--- src/rtl/lcm_add_seq.sv ---
// Sequential LCM engine: two accumulators step by their base operand until they meet.
// Latency: start edge to done = LCM/A + LCM/B + 1 edges (2 edges when either operand is 0).
// Backpressure: none; start is honoured only in IDLE/DONE and ignored while busy.
//
// Optional feature macro: LCM_ITER_COUNT_EN adds the iter_cnt addition-step counter port.
//
// Ports:
//   clk, rst   clock and synchronous active-high reset
//   start      begin a load (A on this cycle's data_in, B on the next)
//   data_in    W-bit operand bus shared by A and B
//   busy       high while loading B or iterating
//   done       high when result is valid
//   result     2*W-bit LCM(A,B), 0 if either operand is 0
//   iter_cnt   number of additions performed (LCM_ITER_COUNT_EN only)
module lcm_add_seq #(
  parameter int W = 16
) (
  input  logic           clk,
  input  logic           rst,
  input  logic           start,
  input  logic [W-1:0]   data_in,
  output logic           busy,
  output logic           done,
  output logic [2*W-1:0] result
`ifdef LCM_ITER_COUNT_EN
  ,
  output logic [2*W-1:0] iter_cnt
`endif
);

  typedef enum logic [1:0] {
    IDLE  = 2'd0,
    LOADB = 2'd1,
    RUN   = 2'd2,
    DONE  = 2'd3
  } state_t;

  localparam logic [W-1:0] ZERO_HI = '0;

  state_t         state;
  logic [W-1:0]   base_a;
  logic [W-1:0]   base_b;
  logic [2*W-1:0] acc_a;
  logic [2*W-1:0] acc_b;

`ifdef LCM_ITER_COUNT_EN
  localparam logic [2*W-1:0] CNT_ONE = {{(2*W-1){1'b0}}, 1'b1};
`endif

  // Status flags come straight from the registered state, so there is no
  // combinational path from start/data_in to busy/done.
  assign busy = (state == LOADB) || (state == RUN);
  assign done = (state == DONE);

  always_ff @(posedge clk) begin
    if (rst) begin
      state  <= IDLE;
      base_a <= '0;
      base_b <= '0;
      acc_a  <= '0;
      acc_b  <= '0;
      result <= '0;
`ifdef LCM_ITER_COUNT_EN
      iter_cnt <= '0;
`endif
    end else begin
      case (state)
        // IDLE and DONE both accept a new operand pair; DONE keeps result
        // visible until the new computation finishes.
        IDLE, DONE: begin
          if (start) begin
            base_a <= data_in;
            state  <= LOADB;
`ifdef LCM_ITER_COUNT_EN
            iter_cnt <= '0;
`endif
          end
        end

        LOADB: begin
          base_b <= data_in;
          acc_a  <= {ZERO_HI, base_a};
          acc_b  <= {ZERO_HI, data_in};
          // A zero operand short-circuits: the accumulators would never meet.
          if ((base_a == '0) || (data_in == '0)) begin
            result <= '0;
            state  <= DONE;
          end else begin
            state  <= RUN;
          end
        end

        RUN: begin
          // The smaller accumulator catches up by one multiple of its base;
          // the first common value is the LCM, bounded by A*B so no overflow.
          if (acc_a == acc_b) begin
            result <= acc_a;
            state  <= DONE;
          end else begin
            if (acc_a < acc_b) begin
              acc_a <= acc_a + {ZERO_HI, base_a};
            end else begin
              acc_b <= acc_b + {ZERO_HI, base_b};
            end
`ifdef LCM_ITER_COUNT_EN
            iter_cnt <= iter_cnt + CNT_ONE;
`endif
          end
        end

        default: state <= IDLE;
      endcase
    end
  end

endmodule

--- config.mk ---
export PLATFORM = sky130hd
export DESIGN_NAME = lcm_add_seq
export DESIGN_NICKNAME = d
export VERILOG_FILES = /design/src/rtl/lcm_add_seq.sv
export SDC_FILE = /design/constraint.sdc
export NUM_CORES = 1
export LEC_CHECK = 0
export CORE_MARGIN = 1.5
export CORE_UTILIZATION = 55
export CTS_BUF_LIST = sky130_fd_sc_hd__clkbuf_8
export DETAILED_ROUTE_END_ITERATION = 10
export HOLD_SLACK_MARGIN = 0.08
export PLACE_DENSITY_LB_ADDON = 0.1
export SETUP_SLACK_MARGIN = 0.5
export SYNTH_ARGS = -nofsm -noshare
export SYNTH_HDL_FRONTEND = slang
export SYNTH_SLANG_ARGS = --single-unit
--- constraint.sdc ---
create_clock -name clk -period 6.1 [get_ports clk]
set_input_delay 0.915 -clock clk [delete_from_list [all_inputs] [get_ports clk]]
set_output_delay 0.915 -clock clk [all_outputs]
set_load 0.05 [all_outputs]
---- Yosys cells after proc, flatten, opt, wreduce, memory -nomap -nowiden ----
Cells that the tools add are included.
storage, ports and cells
  register bits ........................... 130
  word-level logic and storage cells ...... 44
  output and inout port bits .............. 34
  bits of input ports ..................... 19
cells by class
  reductions and logical operators ........ 12
  $lt $le $gt $ge ......................... 1
  add/sub/neg operators ................... 2
  equality and inequality tests ........... 10
  multiplexer cells ....................... 13
operator list
  cell                                                    count
  two-way mux 32 bit                                      6
  one-hot mux 32 bit (2 select lines)                     3
  adder 32 x 16 -> 32 bit                                 2
  == test 32 bit                                          1
  logical NOT 16 bit                                      2
  less-than comparator 32 bit                             1
  AND reduction 3 bit                                     3
  inequality test 2 x 1 -> 1 bit (second input constant)  3
  inequality test 2 bit (second input constant)           3
  one-hot mux 2 bit (3 select lines)                      1
  == test 2 bit (second input constant)                   2
  two-way mux 2 bit                                       2
  AND reduction 2 bit                                     2
  == test 2 x 1 -> 1 bit (second input constant)          1
  logical NOT 2 bit                                       1
  logical OR 1 bit                                        2
  nonzero test 2 bit                                      1
  OR reduction 2 bit                                      1
  two-way mux 1 bit                                       1

---- Logic depth before layout (Yosys ltp) ----
Gate-level depths: netlist of the first run.
  depth after elaboration ................. 4
  mapped depth ............................ 11
  depth with buffers taken out ............ 10

---- Worst setup path after synthesis of the first run ----
Ideal clock, no wire load.
  path kind ............................... reg-to-reg
  start point ............................. reg base_a[0]
  end point ............................... reg acc_a[18]
  stages on the path, launching flop included .. 12
  setup slack ............................. 3.404 ns
  path buffers ............................ 1
  setup time .............................. 0.117 ns
  arrival time ............................ 2.578 ns
  cells stage by stage .................... dfxtp_1 -> ha_1 -> inv_1 -> fa_1 -> nand2b_1 -> a21oi_1 -> o211ai_1 -> a31oi_1 -> and3_1 -> clkbuf_1 -> o21ai_1 -> a32o_1
on the way
  longest elaborated chain between the ends .. 4
RTL lines
  element                              RTL line  source
  start, declared                      41        logic [W-1:0] base_a;
  start signal, assigned               72        base_a <= data_in;
  adder 32 x 16 -> 32 bit              101       acc_a <= acc_a + {ZERO_HI, base_a};
  two-way mux 32 bit                   100       if (acc_a < acc_b) begin
  two-way mux 32 bit                   96        if (acc_a == acc_b) begin
  one-hot mux 32 bit (2 select lines)  67        case (state)
  end signal, assigned                 82        acc_a <= {ZERO_HI, base_a};
  end signal, assigned                 101
  end, declared                        43        logic [2*W-1:0] acc_a;
No other way between the ends. The select of a mux whose other input is x is not followed.
A chain may end at the register's enable or synchronous reset.

---- Final worst setup path of the first run ----
  start point ............................. reg acc_b[30]
  end point ............................... reg result[30]
on the way
  longest elaborated chain between the ends .. 3
RTL lines
  element                                          RTL line  source
  start, declared                                  44        logic [2*W-1:0] acc_b;
  start signal, assigned                           83        acc_b <= {ZERO_HI, data_in};
  start signal, assigned                           103       acc_b <= acc_b + {ZERO_HI, base_b};
  == test 32 bit                                   96
  inequality test 2 x 1 -> 1 bit (no source line)  --
  AND reduction 3 bit (no source line)             --
  end signal, assigned                             62        result <= '0;
  end signal, assigned                             86        result <= '0;
  end signal, assigned                             97        result <= acc_a;
  end, declared                                    24        output logic [2*W-1:0] result
No other way between the ends.

==> summary.md, run 1 <==
| Metric | Value |
|---|---|
| Switch share | `45.11%` |
| TritonCTS clock tree | `yes` |
| Asr flop ratio synth | `0%` |
| Area grow syn2layout | `12.86%` |
| First-pass GRT wire length | `32690 um` |
| Syn Nets | `around 1100` |
| P_int | `2.145 mW` |
| Post-CTS setup buffer count | `0` |
| CP Launch Point | `acc_b[30]` |
| Tmin final | `3.685 ns` |
| # nets final | `about 1100` |
| Peak supply drop | `0.3162 mV` |
| Area fraction of the dominant cell type after synthesis | `32.51%` |
| Clock transition at path regs | `around 0.08 ns` |
| Critical path class | `reg -> reg` |
| Seq pwr share | `a little under 30%` |
| Max_slew headroom | `approximately 17%` |
| IO Pins | `53` |
| Vias per cell | `between 6 and 7` |
| Maximum clock frequency | `around 0.27 GHz` |
| Combinational fraction of design power | `49.8%` |
| Vias | `about 7400` |
| Max-slew violation count | `0` |
| CTS root buf | `clkbuf_8` |
| Initial core utilization | `57.02%` |
| Hold Path Class | `reg -> reg` |
| Worst Path Buf+Inv | `1` |
| CP Capture Type | `register` |
| DRC violations left | `0` |
| Crit path launch type | `register` |
| Worst Tran Pin Value | `1.236 ns` |
| Clock power share | `approximately a fifth` |
| Placeable Area | `14040 um2` |
| Yosys top cell by area | `dfxtp_1` |
| PD cells | `between 400 and 500 nW/um2` |
| Max FO, Critical Path | `32` |
| Drt pass-1 iters | `7` |
| Crit-path leading delay family | `compound AO/OA/AOI/OAI gates` |
| Setup TNS | `0 ns` |
| CTS sink cnt | `between 100 and 150` |
| Critical-path top delay cell | `o21a_1` |
| Sequential share of the synthesized area | `between 30% and 40%` |
| Mapped Area | `8006 um2` |
| Avg WL per Cell | `about 16 um` |
| Inserted Clock Buffers | `17` |
| Worst path max stage delay | `0.95 ns` |
| Die Ht | `123.7 um` |
| Post-synth EDFFs | `0` |
| Total gr overflow | `0` |
| Crit path DAT | `between 4 and 5 ns` |
| Post-route ant nets | `0` |
| Die ar. | `between 15000 and 20000 um2` |
| Worst path required time | `between 6 and 7 ns` |
| Ys flop type | `dfxtp_1` |
| RSZ-0062 raised after global routing | `false` |
| IO Port Bufs | `between 50 and 60` |
| Post-DP HPWL | `14460 um` |
| Pin count of the biggest net entering global routing | `between 70 and 80` |
| Top cells by area, synth | `dfxtp_1 33%, ha_1 10%, a21oi_1 6.6%, nand2_1 5.7%, mux2i_1 4.5%` |
| Mean post-synth cell area | `8.006 um2` |
| Reg2reg start | `acc_b[30]` |
| Net Switching | `between 1.5 and 2 mW` |
| H-tree levels | `4` |
| Mapped Cells | `1000` |
| Worst path cell trace | `inv_1, ha_1, nand4_1, nor4_1, nand3_1, a21oi_1, o21a_1, nand3_1, a21oi_1` |
| Yosys warnings | `0` |
| ANT cells | `0` |
| Final Hold Viols | `0` |
| Initial antenna violation count | `0` |
| Endpoints failing setup | `0` |
| 1st-iter DRT viols | `537` |
| Die width | `~120 um` |
| Hold path start | `result[21]` |
| GPL Wtd Cong | `0.9380` |
| Tcrit/Tclk final | `between 60 and 70%` |
| WHS | `around 0.45 ns` |
| GRT Resource Usage Total | `about 28%` |
| Synth cell count leaders | `130 x dfxtp_1, 121 x nand2_1, 106 x a21oi_1` |
| Post_cts resized | `0` |
| Count leader, synth | `dfxtp_1` |
| Drt total wl | `20060 um` |
| Worst Clk Skew | `approximately 0.011 ns` |
| Pleak | `approximately 3.5 nW` |
| Layout cells sized above 1 | `5.673%` |
| Rows | `43` |
| Synth cell types | `63` |
| Status | `finished, final reports clean` |
| Flops & latches, synth | `between 100 and 150` |
| Clock Tree Buf Depth | `2` |
| Maxcap violations | `0` |
| Worst-skew pair later-pin latency | `0.46 ns` |
| Vias in the first global route | `6394` |
| Hold_buf cts | `0` |
-- flip-flops by register name (all words and copies together), names as in the netlist --
name,flops
acc_b,32
acc_a,32
base_a,16
base_b,16
state,2
result,32
-- cell families (layout without fill, tap and decap cells) --
| group | count (synthesis) | in the layout | share of synthesized area, % |
|---|---|---|---|
| AOI/OAI and AO/OA | 291 | 291 | 24.38 |
| xor gates and xnor gates | 18 | 18 | 1.969 |
| adders and majority gates | 69 | 69 | 10.97 |
| buffers and inverters | 96 | 136 | 4.688 |
| DFF | 130 | 130 | 32.51 |
| muxes | 36 | 36 | 4.501 |
| and+or+nand+nor | 360 | 360 | 20.99 |
-- worst register-to-register path: stages, from the launching register on --
cell and delay [ns]:
dfxtp_1 0.37, inv_1 0.10, ha_1 0.32, nand4_1 0.18, nor4_1 0.72, nand3_1 0.26
a21oi_1 0.33, o21a_1 0.95, nand3_1 0.19, a21oi_1 0.19
-- power by group through the flow --
| stage | Combinational, mW | Sequential [mW] | Clock (mW) |
|---|---|---|---|
| floorplan | 1.53 | 1.11 | 0 |
| global placement | 1.91 | 1.15 | 0 |
| detailed placement | 1.93 | 1.16 | 0 |
| CTS | 1.94 | 1.14 | 0.833 |
| global route | 2.17 | 1.16 | 0.868 |
| finish | 1.95 | 1.14 | 0.821 |
-- per-stage QoR --
stage	total power [mW]	utilization, %	setup WS, ns	cell area (um2)	instances
finish	3.908	64.35	2.415	9036	1220
global route	4.201	64.35	2.193	9036	1220
CTS	3.906	64.35	2.558	9036	1220
detailed placement	3.085	61.20	2.461	8594	1188
global placement	3.065	61.20	2.461	8594	1188
floorplan	2.644	-	3.404	8006	1000
-- worst paths after layout --
check | to | slack (ns) | depth (start not counted)
setup / recovery | result[30] | 2.42 | 9
hold / removal | result[21] | 0.45 | 2
setup reg to reg | result[30] | 2.42 | 9
hold reg to reg | result[21] | 0.45 | 2
-- cells in the final DEF (no fill, tap or decap), types with 11 or more instances in the layout --
cell type,n
a211oi_1,32
a21o_1,11
a21oi_1,106
a31oi_1,18
and3_1,11
clkbuf_8,17
clkdlybuf4s50_1,51
dfxtp_1,130
ha_1,66
inv_1,45
mux2i_1,36
nand2_1,121
nand3_1,61
nand4_1,11
nor2_1,83
nor3_1,20
nor4_1,15
o211ai_1,15
o21a_1,13
o21ai_0,25
-- metal layers --
metal	vias to the layer above	wire, um	GRT usage [%]	part of all wire [%]
met4	0	384	9.267	1.9
met2	196	8615	40.44	43
met3	28	1068	4.029	5.3
li1	3727	-	-	-
met1	3414	9995	41.08	50
met5	-	0	0	0
-- final cells by class --
class | instances | area [um2]
Clock buffer | 17 | 234.0
Multi-Input combinational cell | 774 | 5035
Clock inverter | 15 | 207.7
Sequential cell | 130 | 2603
Timing Repair Buffer | 57 | 555.5
Inverter | 47 | 176.4
Tap cell | 180 | 225.2
Fill cell | 1253 | 5006
Note: power is estimated with default switching activity, not from simulation.
==> inputs of run 2 (changes only) <==
clock period = 3.7 ns   (was 6.1 ns; I/O delays follow)
==> run 2 against run 1 <==
Clock skew decreased by 0.00061 ns. Wire length up 2.8%. Core utilization rose by 0.70 points. Cell count increased by 0.74%. Critical path type unchanged. Largest cell class unchanged. Largest power group unchanged.
==> summary.md, run 2 (synthesis results as in run 1) <==
| Metric | Value |
|---|---|
| Status | `finished, final reports clean` |
| Critical path class | `reg -> reg` |
| Setup TNS | `0 ns (unchanged)` |
| Tcrit/Tclk final | `83.20% (+23 points)` |
| Worst-skew pair later-pin latency | `0.45 ns (about the same)` |
| Post-CTS setup buffer count | `0 (unchanged)` |
| Hold Path Class | `reg -> reg` |
| TritonCTS clock tree | `yes` |
| Worst Path Buf+Inv | `1 (unchanged)` |
| PD cells | `717.9 nW/um2 (+66%)` |
| CP Capture Type | `register` |
| Placed Area | `8662 um2 (+0.79%)` |
| Rows | `43 (unchanged)` |
| P_int | `3.666 mW (+71%)` |
| Clock transition at path regs | `0.07 ns (about the same)` |
| Vias in the first global route | `6658 (+4.1%)` |
| Clock Tree Buf Depth | `2 (unchanged)` |
| CTS root buf | `clkbuf_8` |
| Tmin final | `3.078 ns (-0.6066 ns)` |
| Worst path max stage delay | `0.59 ns (-0.36 ns)` |
| Largest regs | `acc_a x32, acc_b x32, result x32` |
| Vias per cell | `6.072 (+0.58%)` |
| Worst Tran Pin Value | `0.8917 ns (-0.3440 ns)` |
| Inserted Clock Buffers | `17 (unchanged)` |
| Pin count of the biggest net entering global routing | `75 (unchanged)` |
| H-tree levels | `4 (unchanged)` |
| Register area | `2603 um2 (unchanged)` |
| Design Area, Final | `9135 um2 (+1.1%)` |
| Max_slew headroom | `40.56% (+23 points)` |
| Initial core utilization | `57.02% (unchanged)` |
| Clock power share | `21.3% (+0.3 points)` |
| Die width | `123.7 um (unchanged)` |
| Die ar. | `15290 um2 (unchanged)` |
| Maxcap violations | `0 (unchanged)` |
| CTS sink cnt | `130 (unchanged)` |
| Area grow syn2layout | `14.10%` |
| Critical Path Most Common Cell | `a31oi_1` |
| Layout cells sized above 1 | `6.578% (+0.90 points)` |
| Total gr overflow | `0 (unchanged)` |
| RSZ-0062 raised after global routing | `false` |
| Crit-path leading delay family | `compound AO/OA/AOI/OAI gates` |
| Commonest non-fill, non-tap cell in the layout | `dfxtp_1` |
| Post-DP HPWL | `15120 um (+4.6%)` |
| Worst Clk Skew | `0.009988 ns (-0.0006135 ns)` |
| Drt pass-1 iters | `6 (-1)` |
| Most frequent cells in the layout | `130 x dfxtp_1, 121 x nand2_1, 105 x a21oi_1` |
| IO Pins | `53 (unchanged)` |
| Crit path launch type | `register` |
| Critical-path top delay cell | `or4_1` |
| Worst path cell trace | `inv_1, ha_1, nand4_1, or4_1, o311ai_1, a31oi_1, a31oi_1, nor2_1, a211o_1` |
| Placeable Area | `14040 um2 (unchanged)` |
| Post-route ant nets | `0 (unchanged)` |
| GPL Wtd Cong | `0.9545 (+1.8%)` |
| Hold_buf cts | `0 (unchanged)` |
| Drt total wl | `20630 um (+2.8%)` |
| Switch share | `44.10% (-1.0 points)` |
| GRT Resource Usage Total | `28.08% (+0.54 points)` |
| Worst path required time | `4.04 ns (-2.44 ns)` |
| ANT cells | `0 (unchanged)` |
| Max FO, Critical Path | `6 (-81%)` |
| Endpoints failing setup | `0 (unchanged)` |
| Die Ht | `123.7 um (unchanged)` |
| Vias | `7462 (+1.3%)` |
| Maximum clock frequency | `0.3248 GHz (+20%)` |
| Crit path DAT | `3.42 ns (-0.64 ns)` |
| Seq pwr share | `28.6% (-0.6 points)` |
| Net Switching | `2.892 mW (+64%)` |
| Peak supply drop | `0.7108 mV (+120%)` |
| Avg WL per Cell | `16.78 um (+2.1%)` |
| Final-layout fill cell count | `1246 (-0.56%)` |
| First-pass GRT wire length | `33510 um (+2.5%)` |
| Initial antenna violation count | `0 (unchanged)` |
| DRC violations left | `0 (unchanged)` |
| Combinational fraction of design power | `50.1% (+0.3 points)` |
| IO Port Bufs | `52 (unchanged)` |
| Max-slew violation count | `0 (unchanged)` |
| Final Hold Viols | `0 (unchanged)` |
| Pleak | `3.584 nW (+2.0%)` |
| Multi-input gate area | `5052 um2 (+0.35%)` |
| 1st-iter DRT viols | `609 (+13%)` |
| # nets final | `1124 (+0.81%)` |
## run 2: repair_timing
action | in CTS | in global routing
endpoints found under the setup margin | 0 | 42
resized for setup | 0 | 5
hold endpoints to repair | 0 | 0
## run 2: area by class of cell
type,count,share of cell area [%]
Sequential cell,130,28.49
Clock inverter,13,2.082
Tap cell,180,2.465
Timing Repair Buffer,66,6.862
Clock buffer,19,2.863
Multi-Input combinational cell,774,55.31
Inverter,47,1.931
## run 2: power by group through the flow
| stage | clock [mW] | combinational, mW | sequential (mW) |
|---|---|---|---|
| after CTS | 1.41 | 3.25 | 1.88 |
| final | 1.40 | 3.28 | 1.88 |
| after global placement | 0 | 3.19 | 1.90 |
| after global routing | 1.47 | 3.64 | 1.91 |
| after detailed placement | 0 | 3.23 | 1.91 |
| after floorplan | 0 | 2.53 | 1.83 |
## run 2: path summary, 6_finish.rpt
check,depth (start not counted),from,slack [ns],end
max,9,acc_b[13],0.62,acc_b[27]
min,2,result[11],0.45,result[11]
max reg2reg,9,acc_b[13],0.62,acc_b[27]
min reg2reg,2,result[11],0.45,result[11]
## run 2: worst reg2reg max path: cells and delay by family, from the launching register on
kind	cells	cell delay, ns
DFF	1	0.37
adders and majority gates	1	0.29
AOI/OAI and AO/OA	4	1.29
and+or+nand+nor	3	0.97
buffers and inverters	1	0.06
## run 2: through the flow
| stage | setup slack (ns) | utilization (%) | cells | hold WS [ns] | power (mW) |
|---|---|---|---|---|---|
| after floorplan | 1.004 | - | 1000 | 0.4486 | 4.359 |
| after global placement | 0.6910 | 61.69 | 1197 | 0.4388 | 5.082 |
| after detailed placement | 0.6746 | 61.69 | 1197 | 0.4436 | 5.141 |
| after CTS | 0.6533 | 64.90 | 1229 | 0.4523 | 6.532 |
| after global routing | 0.5063 | 65.05 | 1229 | 0.4694 | 7.025 |
| final | 0.6216 | 65.05 | 1229 | 0.4481 | 6.558 |
## run 2: layer usage
| metal | GRT usage (%) | vias to the layer above | wire length (um) |
|---|---|---|---|
| met5 | 0 | - | 0 |
| met2 | 40.71 | 233 | 8830 |
| li1 | - | 3753 | - |
| met1 | 41.84 | 3437 | 10110 |
| met3 | 4.121 | 39 | 1238 |
| met4 | 10.56 | 0 | 453 |
==> inputs of run 3 (changes only) <==
clock period = 3.2 ns   (was 3.7 ns; I/O delays follow)
==> run 3 against run 2 <==
Clock power grew 14%. Global-route usage is 1.2 points higher. Fmax grew 5.5%. Largest power group unchanged. Wire length up 12%. Sequential share of layout area decreased by 2.3 points. Clock skew increased by 0.0014 ns. Critical path depth rose by 1. Sequential power up 19%. Core utilization grew 7.0 points. Total power grew 41%. Register-to-register slack worse by 0.34 ns.
==> summary.md, run 3 (synthesis results as in run 1) <==
| Metric | Value |
|---|---|
| Crit-path leading delay family | `simple AND/OR/NAND/NOR gates` |
| Reg2reg setup slack | `0.28 ns (-0.34 ns)` |
| Peak supply drop | `0.6286 mV (-12%)` |
| Worst Path Buf+Inv | `2 (+1)` |
| Worst Tran Pin Value | `0.8036 ns (-0.08806 ns)` |
| Critical-path top delay cell | `or4_4` |
| RSZ-0062 raised after global routing | `true` |
| Clock Tree Buf Depth | `2 (unchanged)` |
| Placed Cells | `1208 (+0.92%)` |
| Max_slew headroom | `46.43% (+5.9 points)` |
| Total gr overflow | `0 (unchanged)` |
| Worst R2R End | `acc_b[26]` |
| WHS | `0.4496 ns (+0.001549 ns)` |
| Commonest non-fill, non-tap cell in the layout | `nand2_1` |
| 1st-iter DRT viols | `657 (+7.9%)` |
| Rows | `43 (unchanged)` |
| Area grow syn2layout | `26.39%` |
| Max FO, Critical Path | `4 (-2)` |
| Worst path cell trace | `ha_4, nand4_1, or4_4, a21o_1, buf_6, a31oi_4, a31oi_2, buf_4, or4_4, o31ai_4` |
| Crit. path cell count | `10 (+1)` |
| Worst R2R Path Depth | `10 (+1)` |
| Die width | `123.7 um (unchanged)` |
| Most frequent cells in the layout | `120 x nand2_1, 101 x a21oi_1, 101 x dfxtp_1` |
| IO Port Bufs | `52 (unchanged)` |
| Final std cells w/o fill | `1292 (+5.1%)` |
| Hold Path Class | `reg -> reg` |
| Placed Area | `8757 um2 (+1.1%)` |
| Setup TNS | `0 ns (unchanged)` |
| TritonCTS clock tree | `yes` |
| First-pass GRT wire length | `34620 um (+3.3%)` |
| Post-DP HPWL | `15110 um (about the same)` |
| Maximum clock frequency | `0.3426 GHz (+5.5%)` |
| Layout cells sized above 1 | `19.87% (+13 points)` |
| Vias | `7848 (+5.2%)` |
| Initial antenna violation count | `0 (unchanged)` |
| Endpoints failing setup | `0 (unchanged)` |
| Worst path max stage delay | `0.55 ns (-0.04 ns)` |
| Worst Clk Skew | `0.01139 ns (+0.001405 ns)` |
| IO Pins | `53 (unchanged)` |
| Pin count of the biggest net entering global routing | `70 (-6.7%)` |
| Hold_buf cts | `0 (unchanged)` |
| # nets final | `1188 (+5.7%)` |
| Vias per cell | `6.074 (about the same)` |
| Post-route ant nets | `0 (unchanged)` |
| Worst path required time | `3.58 ns (-0.46 ns)` |
| Critical path class | `reg -> reg` |
| Die ar. | `15290 um2 (unchanged)` |
| Drt total wl | `23130 um (+12%)` |
| Pleak | `3.962 nW (+11%)` |
| Final Hold Viols | `0 (unchanged)` |
| Reg2reg start | `acc_a[13]` |
| Worst-skew pair later-pin latency | `0.47 ns (+0.02 ns)` |
| PD cells | `913.8 nW/um2 (+27%)` |
| Maxcap violations | `0 (unchanged)` |
| Avg WL per Cell | `17.91 um (+6.7%)` |
| Status | `finished, final reports clean` |
| Placeable Area | `14040 um2 (unchanged)` |
| DRC violations left | `0 (unchanged)` |
| CP Launch Point | `acc_a[13]` |
| Final core occ | `72.07% (+7.0 points)` |
| GRT Resource Usage Total | `29.30% (+1.2 points)` |
| Crit path DAT | `3.30 ns (-0.12 ns)` |
| Clock transition at path regs | `0.08 ns (about the same)` |
| Die Ht | `123.7 um (unchanged)` |
| Vias in the first global route | `6877 (+3.3%)` |
| Critical Path Most Common Cell | `or4_4` |
| Drt pass-1 iters | `5 (-1)` |
| H-tree levels | `4 (unchanged)` |
| CTS sink cnt | `130 (unchanged)` |
| Design Area, Final | `10120 um2 (+11%)` |
| Crit path launch type | `register` |
| Inserted Clock Buffers | `17 (unchanged)` |
| Tmin final | `2.919 ns (-0.1595 ns)` |
| CP Capture Type | `register` |
| ANT cells | `0 (unchanged)` |
| Initial core utilization | `57.02% (unchanged)` |
| Tcrit/Tclk final | `91.22% (+8.0 points)` |
| GPL Wtd Cong | `0.9409 (-1.4%)` |
| CTS root buf | `clkbuf_8` |
| Largest regs | `acc_a x32, acc_b x32, result x32` |
| CP Capture Point | `acc_b[26]` |
| Max-slew violation count | `0 (unchanged)` |
## run 3: worst min-delay path by stage
stage                from          to  depth (start not counted)
2_1_floorplan    acc_b[1]    acc_b[1]                          2
3_3_place_gp   result[20]  result[20]                          2
3_5_place_dp   result[20]  result[20]                          2
4_1_cts        result[22]  result[22]                          2
5_1_grt        result[22]  result[22]                          2
6_report       result[22]  result[22]                          2
## run 3: per-stage QoR
| step | setup slack [ns] | power (mW) |
|---|---|---|
| 2_1_floorplan | 0.5045 | 5.041 |
| 3_3_place_gp | 0.2435 | 5.930 |
| 6_report | 0.2811 | 9.247 |
| 4_1_cts | 0.4502 | 7.933 |
| 5_1_grt | 0.2270 | 9.740 |
| 3_5_place_dp | 0.1642 | 5.980 |
## run 3: what timing repair did
| action | in CTS | in global routing |
|---|---|---|
| resized for setup | 41 | 91 |
| pin swaps | 19 | 27 |
| setup endpoints to repair | 96 | 94 |
| cloned | 0 | 6 |
| setup buffers | 25 | 22 |
## run 3: cell type report
cell class	count	area, um2
multi-input combinational	774	5409
fill	1087	3923
sequential	130	2649
timing repair buffer	130	1216
clock buffer	19	261.5
tap	180	225.2
clock inverter	12	182.7
inverter	47	176.4
## run 3: layer usage
layer,up-vias,global-route usage [%],part of all wire (%)
li1,3877,-,-
met1,3605,41.28,46
met2,321,44.61,44
met3,45,6.090,7.7
met4,0,9.842,2.1
met5,-,0,0
## run 3: report_power, final
group | switching, mW | total, mW | internal [mW]
Clock | 0.697 | 1.59 | 0.888
Combinational | 3.08 | 5.43 | 2.35
Sequential | 0.313 | 2.24 | 1.92
Total | 4.09 | 9.25 | 5.16
## run 3: worst register-to-register path: stages (launching register included)
cell and delay, ns:
dfxtp_4 0.38, ha_4 0.27, nand4_1 0.16, or4_4 0.55, a21o_1 0.21, buf_6 0.13, a31oi_4 0.17, a31oi_2 0.06
buf_4 0.16, or4_4 0.55, o31ai_4 0.18
